==> config.mk <==
export PLATFORM = sky130hd
export DESIGN_NAME = booth_mul_seq
export DESIGN_NICKNAME = d
export VERILOG_FILES = /design/src/rtl/booth_mul_seq.sv
export SDC_FILE = /design/constraint.sdc
export NUM_CORES = 1
export LEC_CHECK = 0
export ABC_CLOCK_PERIOD_IN_PS = 5200
export BUFFER_PORTS_ARGS = -buffer_cell sky130_fd_sc_hd__buf_2
export CAP_MARGIN = 10
export CORE_MARGIN = 8
export CORE_UTILIZATION = 50
export CTS_CLUSTER_SIZE = 28
export DETAILED_ROUTE_END_ITERATION = 6
export GPL_ROUTABILITY_DRIVEN = 0
export GPL_TIMING_DRIVEN = 0
export MAX_ROUTING_LAYER = met4
export PLACE_DENSITY = 0.83
export REMOVE_ABC_BUFFERS = 1
export SYNTH_ARGS = -nofsm -noshare
export SYNTH_HDL_FRONTEND = slang
export SYNTH_SLANG_ARGS = --single-unit
==> constraint.sdc <==
create_clock -name clk -period 5.2 [get_ports clk]
set_input_delay 0.52 -clock clk [delete_from_list [all_inputs] [get_ports clk]]
set_output_delay 0.52 -clock clk [all_outputs]
set_load 0.02 [all_outputs]
==> src/rtl/booth_mul_seq.sv <==
// Sequential radix-2 Booth multiplier controller.
// Holds the A/Q/Q-1 accumulator, the iteration counter and the start/busy/done
// handshake. Each RUN cycle it drives the Booth recode to an external add/sub
// unit and folds the returned result back into the accumulator.
module booth_mul_seq #(
    parameter int unsigned WIDTH = 16,
    parameter int unsigned CNT_W = 5
) (
    input  logic                 clk,
    input  logic                 rst_n,
    input  logic                 start,
    input  logic [WIDTH-1:0]     multiplicand,
    input  logic [WIDTH-1:0]     multiplier,
    output logic                 busy,
    output logic                 done,
    output logic [2*WIDTH-1:0]   product,
    output logic [1:0]           booth_op,
    output logic [WIDTH-1:0]     as_a,
    output logic [WIDTH-1:0]     as_b,
    input  logic [WIDTH-1:0]     as_c
);

    typedef enum logic [1:0] {
        StIdle,
        StRun,
        StDone
    } state_e;

    localparam logic [CNT_W-1:0] LastCnt = CNT_W'(WIDTH - 1);

    state_e            state_q;
    logic [WIDTH-1:0]  acc_q;
    logic [WIDTH-1:0]  mplr_q;
    logic [WIDTH-1:0]  mcand_q;
    logic              qm1_q;
    logic [CNT_W-1:0]  cnt_q;

    logic              ov;
    logic              shift_in;

    assign as_a    = acc_q;
    assign as_b    = mcand_q;
    assign product = {acc_q, mplr_q};

    // Booth recode of the current multiplier LSB pair, only while iterating.
    always_comb begin
        booth_op = 2'b00;
        if (state_q == StRun) begin
            booth_op = {mplr_q[0], qm1_q};
        end
    end

    // Detect signed overflow of the add/sub so the shifted-in sign stays exact
    // (needed when M is the most negative value).
    always_comb begin
        ov = 1'b0;
        case (booth_op)
            2'b01:   ov = (acc_q[WIDTH-1] == mcand_q[WIDTH-1]) &&
                          (as_c[WIDTH-1] != acc_q[WIDTH-1]);
            2'b10:   ov = (acc_q[WIDTH-1] != mcand_q[WIDTH-1]) &&
                          (as_c[WIDTH-1] != acc_q[WIDTH-1]);
            default: ov = 1'b0;
        endcase
        shift_in = as_c[WIDTH-1] ^ ov;
    end

    // Controller FSM with datapath registers and registered handshake outputs.
    always_ff @(posedge clk or negedge rst_n) begin
        if (!rst_n) begin
            state_q <= StIdle;
            acc_q   <= '0;
            mplr_q  <= '0;
            mcand_q <= '0;
            qm1_q   <= 1'b0;
            cnt_q   <= '0;
            busy    <= 1'b0;
            done    <= 1'b0;
        end else begin
            case (state_q)
                StIdle, StDone: begin
                    done <= 1'b0;
                    if (start) begin
                        mcand_q <= multiplicand;
                        mplr_q  <= multiplier;
                        acc_q   <= '0;
                        qm1_q   <= 1'b0;
                        cnt_q   <= '0;
                        busy    <= 1'b1;
                        state_q <= StRun;
                    end else begin
                        state_q <= StIdle;
                    end
                end
                StRun: begin
                    // Arithmetic right shift of {S, Q, Q-1}.
                    acc_q  <= {shift_in, as_c[WIDTH-1:1]};
                    mplr_q <= {as_c[0], mplr_q[WIDTH-1:1]};
                    qm1_q  <= mplr_q[0];
                    cnt_q  <= cnt_q + 1'b1;
                    if (cnt_q == LastCnt) begin
                        busy    <= 1'b0;
                        done    <= 1'b1;
                        state_q <= StDone;
                    end
                end
                default: begin
                    busy    <= 1'b0;
                    done    <= 1'b0;
                    state_q <= StIdle;
                end
            endcase
        end
    end

endmodule

=== After elaboration in Yosys (flattened, before gate mapping) ===
Cells that the tools add are included.

* $add $sub $neg: 1
* $mul: 0
* Divide/modulo/power cells: 0
* Order comparisons: 0
* Eq/ne operators: 10
* Shifts and indexed selects: 0
* Muxes and demuxes: 18
* Bitwise operators: 1
* Reduce and logical (&&, ||, !) cells: 8

{| class="wikitable"
|+ Operators with widths
! cell !! number
|-
| one-hot mux 16 bit (2 select lines) || 2
|-
| 2-to-1 mux 16 bit || 2
|-
| one-hot mux 5 bit (2 select lines) || 1
|-
| 2-to-1 mux 1 bit || 6
|-
| one-hot mux 1 bit (2 select lines) || 3
|-
| AND reduction 2 bit || 3
|-
| adder 5 x 1 -> 5 bit, second input constant || 1
|-
| equality test 5 x 4 -> 1 bit, second input constant || 1
|-
| 2-to-1 mux 5 bit || 1
|-
| equality test 2 x 1 -> 1 bit, second input constant || 2
|-
| equality test 2 bit, second input constant || 2
|-
| 2-to-1 mux 2 bit || 2
|-
| one-hot mux 2 bit (2 select lines) || 1
|-
| logical AND 1 bit || 2
|-
| logical NOT 2 bit || 1
|-
| != test 1 bit || 2
|-
| != test 2 x 1 -> 1 bit, second input constant || 1
|-
| != test 2 bit, second input constant || 1
|-
| nonzero test 2 bit || 1
|-
| OR reduction 2 bit || 1
|-
| equality test 1 bit || 1
|-
| bitwise XOR 1 bit || 1
|}

* Register bits after elaboration: 58
* Latch bits: 0
* RAM bits: 0
* Bits in read-only memories: 0
* Input port bits: 51
* Output and inout port bits: 68
* Logic and storage cells: 46
* Memories: 0

=== Depth between registers and ports, before layout ===
* Depth in word-level cells: 6
* Depth in mapped cells: 8

=== Worst setup path before layout ===
Ideal clock, no wire load.

* Kind: flip-flop to flip-flop
* Start point: reg state_q[1]
* End point: reg acc_q[15], in the netlist as_a[15]
* Library setup time: 0.124 ns
* Arrival: 1.895 ns
* Required time: 5.076 ns
* Setup slack: 3.181 ns
* Stages on the path, launching flop included: 7
* Period minus slack after synthesis: 2.019 ns
* Cells stage by stage: dfrtp_1 > and2b_4 > buf_8 > and2_1 > ha_1 > o311a_1 > a211o_1

* Longest elaborated chain between the ends: 6

{| class="wikitable"
|+ Ends and longest elaborated chain
! element !! RTL line !! source
|-
| start, declared || 31 || <nowiki>state_e state_q;</nowiki>
|-
| start signal, assigned || 70 || <nowiki>state_q <= StIdle;</nowiki>
|-
| start signal, assigned || 89 || <nowiki>state_q <= StRun;</nowiki>
|-
| start signal, assigned || 91 || <nowiki>state_q <= StIdle;</nowiki>
|-
| equality test 2 x 1 -> 1 bit (*) || 48 || <nowiki>if (state_q == StRun) begin</nowiki>
|-
| 2-to-1 mux 2 bit (*) || 48 ||
|-
| via booth_op[1] || 17 || <nowiki>output logic [1:0] booth_op,</nowiki>
|-
| equality test 2 bit / equality test 2 x 1 -> 1 bit (equally long branches) || 57 || <nowiki>case (booth_op)</nowiki>
|-
| one-hot mux 1 bit (2 select lines) (*) || 57 ||
|-
| bitwise XOR 1 bit (*) || 64 || <nowiki>shift_in = as_c[WIDTH-1] ^ ov;</nowiki>
|-
| one-hot mux 16 bit (2 select lines) (*) || 79 || <nowiki>case (state_q)</nowiki>
|-
| end signal, assigned || 96 || <nowiki>acc_q <= {shift_in, as_c[WIDTH-1:1]};</nowiki>
|-
| end, declared || 32 || <nowiki>logic [WIDTH-1:0] acc_q;</nowiki>
|}

The timed path passes the listed nets; every way through them passes the cells marked *.
A chain may end at the register's enable or synchronous reset.

=== Final worst setup path ===
* Start point: reg state_q[1]
* End point: out booth_op[1]

* Longest elaborated chain between the ends: 2

{| class="wikitable"
|+ Ends and longest elaborated chain
! element !! RTL line
|-
| equality test 2 x 1 -> 1 bit || 48
|-
| 2-to-1 mux 2 bit || 48
|-
| end, declared || 17
|}

No other way between the ends.

==> run_results.csv <==
group,metric,value,unit
run_status,status,"complete, no violations",
sta,finalMaxSlewViolations,0,
power_and_ir_drop,p_leak,0.00179,uW
run,cap_violations,0,
clock_network,htreeDepth,3,
final_layout,nets,391,
floorplan,rows,26,
power_and_ir_drop,p_clk_share,18.1,%
synthesis,syn_area,2600,sq um
final_layout,fin_cells,412,
final_layout,syn_to_final_growth,27.8,%
global_route,gr-usage-met2,28.9,%
floorplan,io_pins,119,
sta,hold_violations,0,
global_route,grt_first_pass_wirelength,9840,microns
clock_network,clock_path_buffers,2,
synthesis,yosysUniqueCellTypes,32,
synthesis,synth_compound_area_share,14.8,%
synthesis,yosys.area_share.simple,17.0,%
global_route,gr-usage-met1,17.7,%
global_route,grt_pass1_vias,2177,
detailed_routing,drt_pass1_iterations,4,
synthesis,ys_top_cells_by_area,"dfrtp_1 56%, nand2_1 10%, a22oi_2 7.2%",
detailed_routing,drt_iter0_markers,69,
clock_network,cts_resized,0,
synthesis,yosys.area.top_type,"dfrtp_1",
sta,timing.fmax,428,MHz
floorplan,start_util,51.3,%
worst_setup_path,r2r_setup_slack,2.97,ns
power_and_ir_drop,vdd_drop_max,0.342,mV
synthesis,ys_ff_latch,58,
final_layout,diodes,0,
placed_design,dpl-instance-area,3100,sq um
sta,hold_slack,0.237,ns
final_layout,post-route-util,65.5,%
worst_setup_path,worstSetupPathType,"flip-flop to output pin",
synthesis,synth_adder_area_share,1.44,%
synthesis,ys_top_cells_by_count,"69 x nand2_1, 58 x dfrtp_1, 19 x buf_4",
clock_network,cts.clk_slew.worst_paths,0.07,ns
synthesis,yosys_warnings,0,
sta,rsz0062_at_grt,"no",
synthesis,synth_edf_count,0,
synthesis,synth_area_per_cell,11.0,sq um
placed_design,dp_hpwl,4540,microns
synthesis,synth_top_family_by_area,"simple AND/OR/NAND/NOR gates",
synthesis,synthArstFlopShare,100,%
clock_network,post_cts_buffers,0,
clock_network,cts_tree,"done",
worst_setup_path,r2r-start,"state_q[1]",
detailed_routing,post-route-drc-count,0,
worst_setup_path,r2r-end,"as_a[15]",
synthesis,yosys-mux-area-fraction,1.20,%
global_route,met3_usage,4.69,%
synthesis,ys_seq_area_share,55.8,%
final_layout,fill_cells,426,
detailed_routing,ant_nets,0,
detailed_routing,wl_per_cell,15.3,microns
worst_setup_path,end_kind,"output pin",
clock_network,cts_buffers,9,
placed_design,io_buffer_count,118,
synthesis,post-synth-top-count-cell,"nand2_1",
clock_network,hold_buffers,0,
global_route,grt_remaining_overflow,0,
detailed_routing,num_vias,2076,
power_and_ir_drop,sw_frac_of_total,43.7,%
power_and_ir_drop,powerDensity,750,nW/um^2
hold_path,hold_class,"primary input to asynchronous set/reset pin",
floorplan,die_area,7770,sq um
final_layout,drive_gt1_share,45.0,%
sta,skew,0.00597,ns
detailed_routing,drt-total-wl,6300,microns
synthesis,synth_xor_area_share,0.337,%
clock_network,clk_latency,0.33,ns
clock_network,clk_root_buffer_cell,"clkbuf_8",
floorplan,die_w,88.1,microns
synthesis,synth_ff_type,"dfrtp_1",
synthesis,syn_inst,237,
sta,setup_tns,0,ns
placed_design,dp_cells,396,
sta,max-slew-margin-rel,37.7,%
global_route,grt_busiest_layer,"met2",
worst_setup_path,worstSetupStartpointType,"flip-flop",
sta,worstMarginPinSlew,0.934,ns
power_and_ir_drop,seqPwrFrac,32.9,%
worst_setup_path,worst_ep_required_time,4.68,ns
power_and_ir_drop,p_sw,1090,uW
sta,period_minus_slack,2.33,ns
global_route,track_usage,16.9,%
worst_setup_path,reg2regPathDepth,5,
floorplan,dieHeight,88.1,microns
floorplan,core_area,5070,sq um
sta,setup_viol,0,
worst_setup_path,worst_ep_arrival_time,1.81,ns
clock_network,cts.sinks,58,
power_and_ir_drop,combPwrFrac,49.0,%
global_route,grt_max_degree,59,
power_and_ir_drop,p_int,1400,uW
final_layout,post-route-cell-area,3320,sq um
sta,min_period_over_period,44.9,%
synthesis,synth_top_cell_area_share,55.8,%
detailed_routing,vias_per_cell,5.04,
global_route,antenna_found_initial,0,
worst_setup_path,crit_fanout,39,
## how the worst max path moves through the flow
stage / start / to / depth (start not counted)
CTS: state_q[0] / booth_op[1] / 3
floorplan: start / as_a[15] / 3
global placement: start / as_a[15] / 4
global route: state_q[1] / booth_op[1] / 3
detailed placement: state_q[0] / as_a[15] / 5
finish: state_q[1] / booth_op[1] / 3
## cell usage in the layout, fill, tap and decap left out, types with 2 or more instances in the layout
cell type,synthesis,routed
a22oi_2,15,15
inv_1,2,2
clkbuf_8,0,10
nor2_1,5,5
nand2b_1,2,2
and2_1,2,2
nand2_1,69,69
nand3_1,16,16
buf_16,0,2
bufinv_16,0,2
ha_1,3,3
clkinv_2,0,4
o21ai_1,2,2
buf_2,7,117
mux2i_1,2,2
dfrtp_1,58,58
a22o_1,16,16
## logic make-up after synthesis
family / Yosys count
multiplexers: 3
AND/OR/NAND/NOR: 100
XOR/XNOR: 1
flip-flops: 58
adder cells (fa/ha/maj): 3
buffers and inverters: 33
AO/OA/AOI/OAI: 39
## state kept, by name, indices dropped and copies added (netlist names)
signal / cells
as_a: 16
cnt_q: 5
busy: 1
mplr_q: 16
as_b: 16
qm1_q: 1
done: 1
state_q: 2
## cell type report
type / instances / area, sq um / area share, %
Clock inverter: 6 / 80.1 / 2.41
Tap cell: 70 / 87.6 / 2.64
Multi-Input combinational cell: 146 / 911 / 27.4
Sequential cell: 58 / 1450 / 43.7
Timing Repair Buffer: 120 / 648 / 19.5
Clock buffer: 10 / 138 / 4.14
Inverter: 2 / 7.51 / 0.226
## layer usage
layer | part of all wire [%] | up-vias
li1 | - | 990
met1 | 41 | 980
met2 | 47 | 97
met3 | 9.9 | 9
met4 | 1.6 | 0
met5 | 0 | -
## power groups by stage
stage | logic [uW] | registers (uW) | clock network (uW)
2_1_floorplan | 502 | 1110 | 0
3_3_place_gp | 1190 | 807 | 0
3_5_place_dp | 1240 | 824 | 0
4_1_cts | 1240 | 819 | 464
5_1_grt | 1320 | 851 | 483
6_report | 1220 | 820 | 451
## metrics by stage
| step | worst slack [ns] | total power [uW] |
|---|---|---|
| after global routing | 2.76 | 2660 |
| after floorplan | 2.42 | 1610 |
| final | 2.87 | 2490 |
| after CTS | 2.83 | 2530 |
| after detailed placement | 2.96 | 2060 |
| after global placement | 1.57 | 1990 |
## critical path, cell delays in order, from the launching register on
cell and delay, ns:
dfrtp_1 0.38, and2b_4 0.64, and2_1 0.26, buf_2 0.19
(Power assumes the default switching activity.)
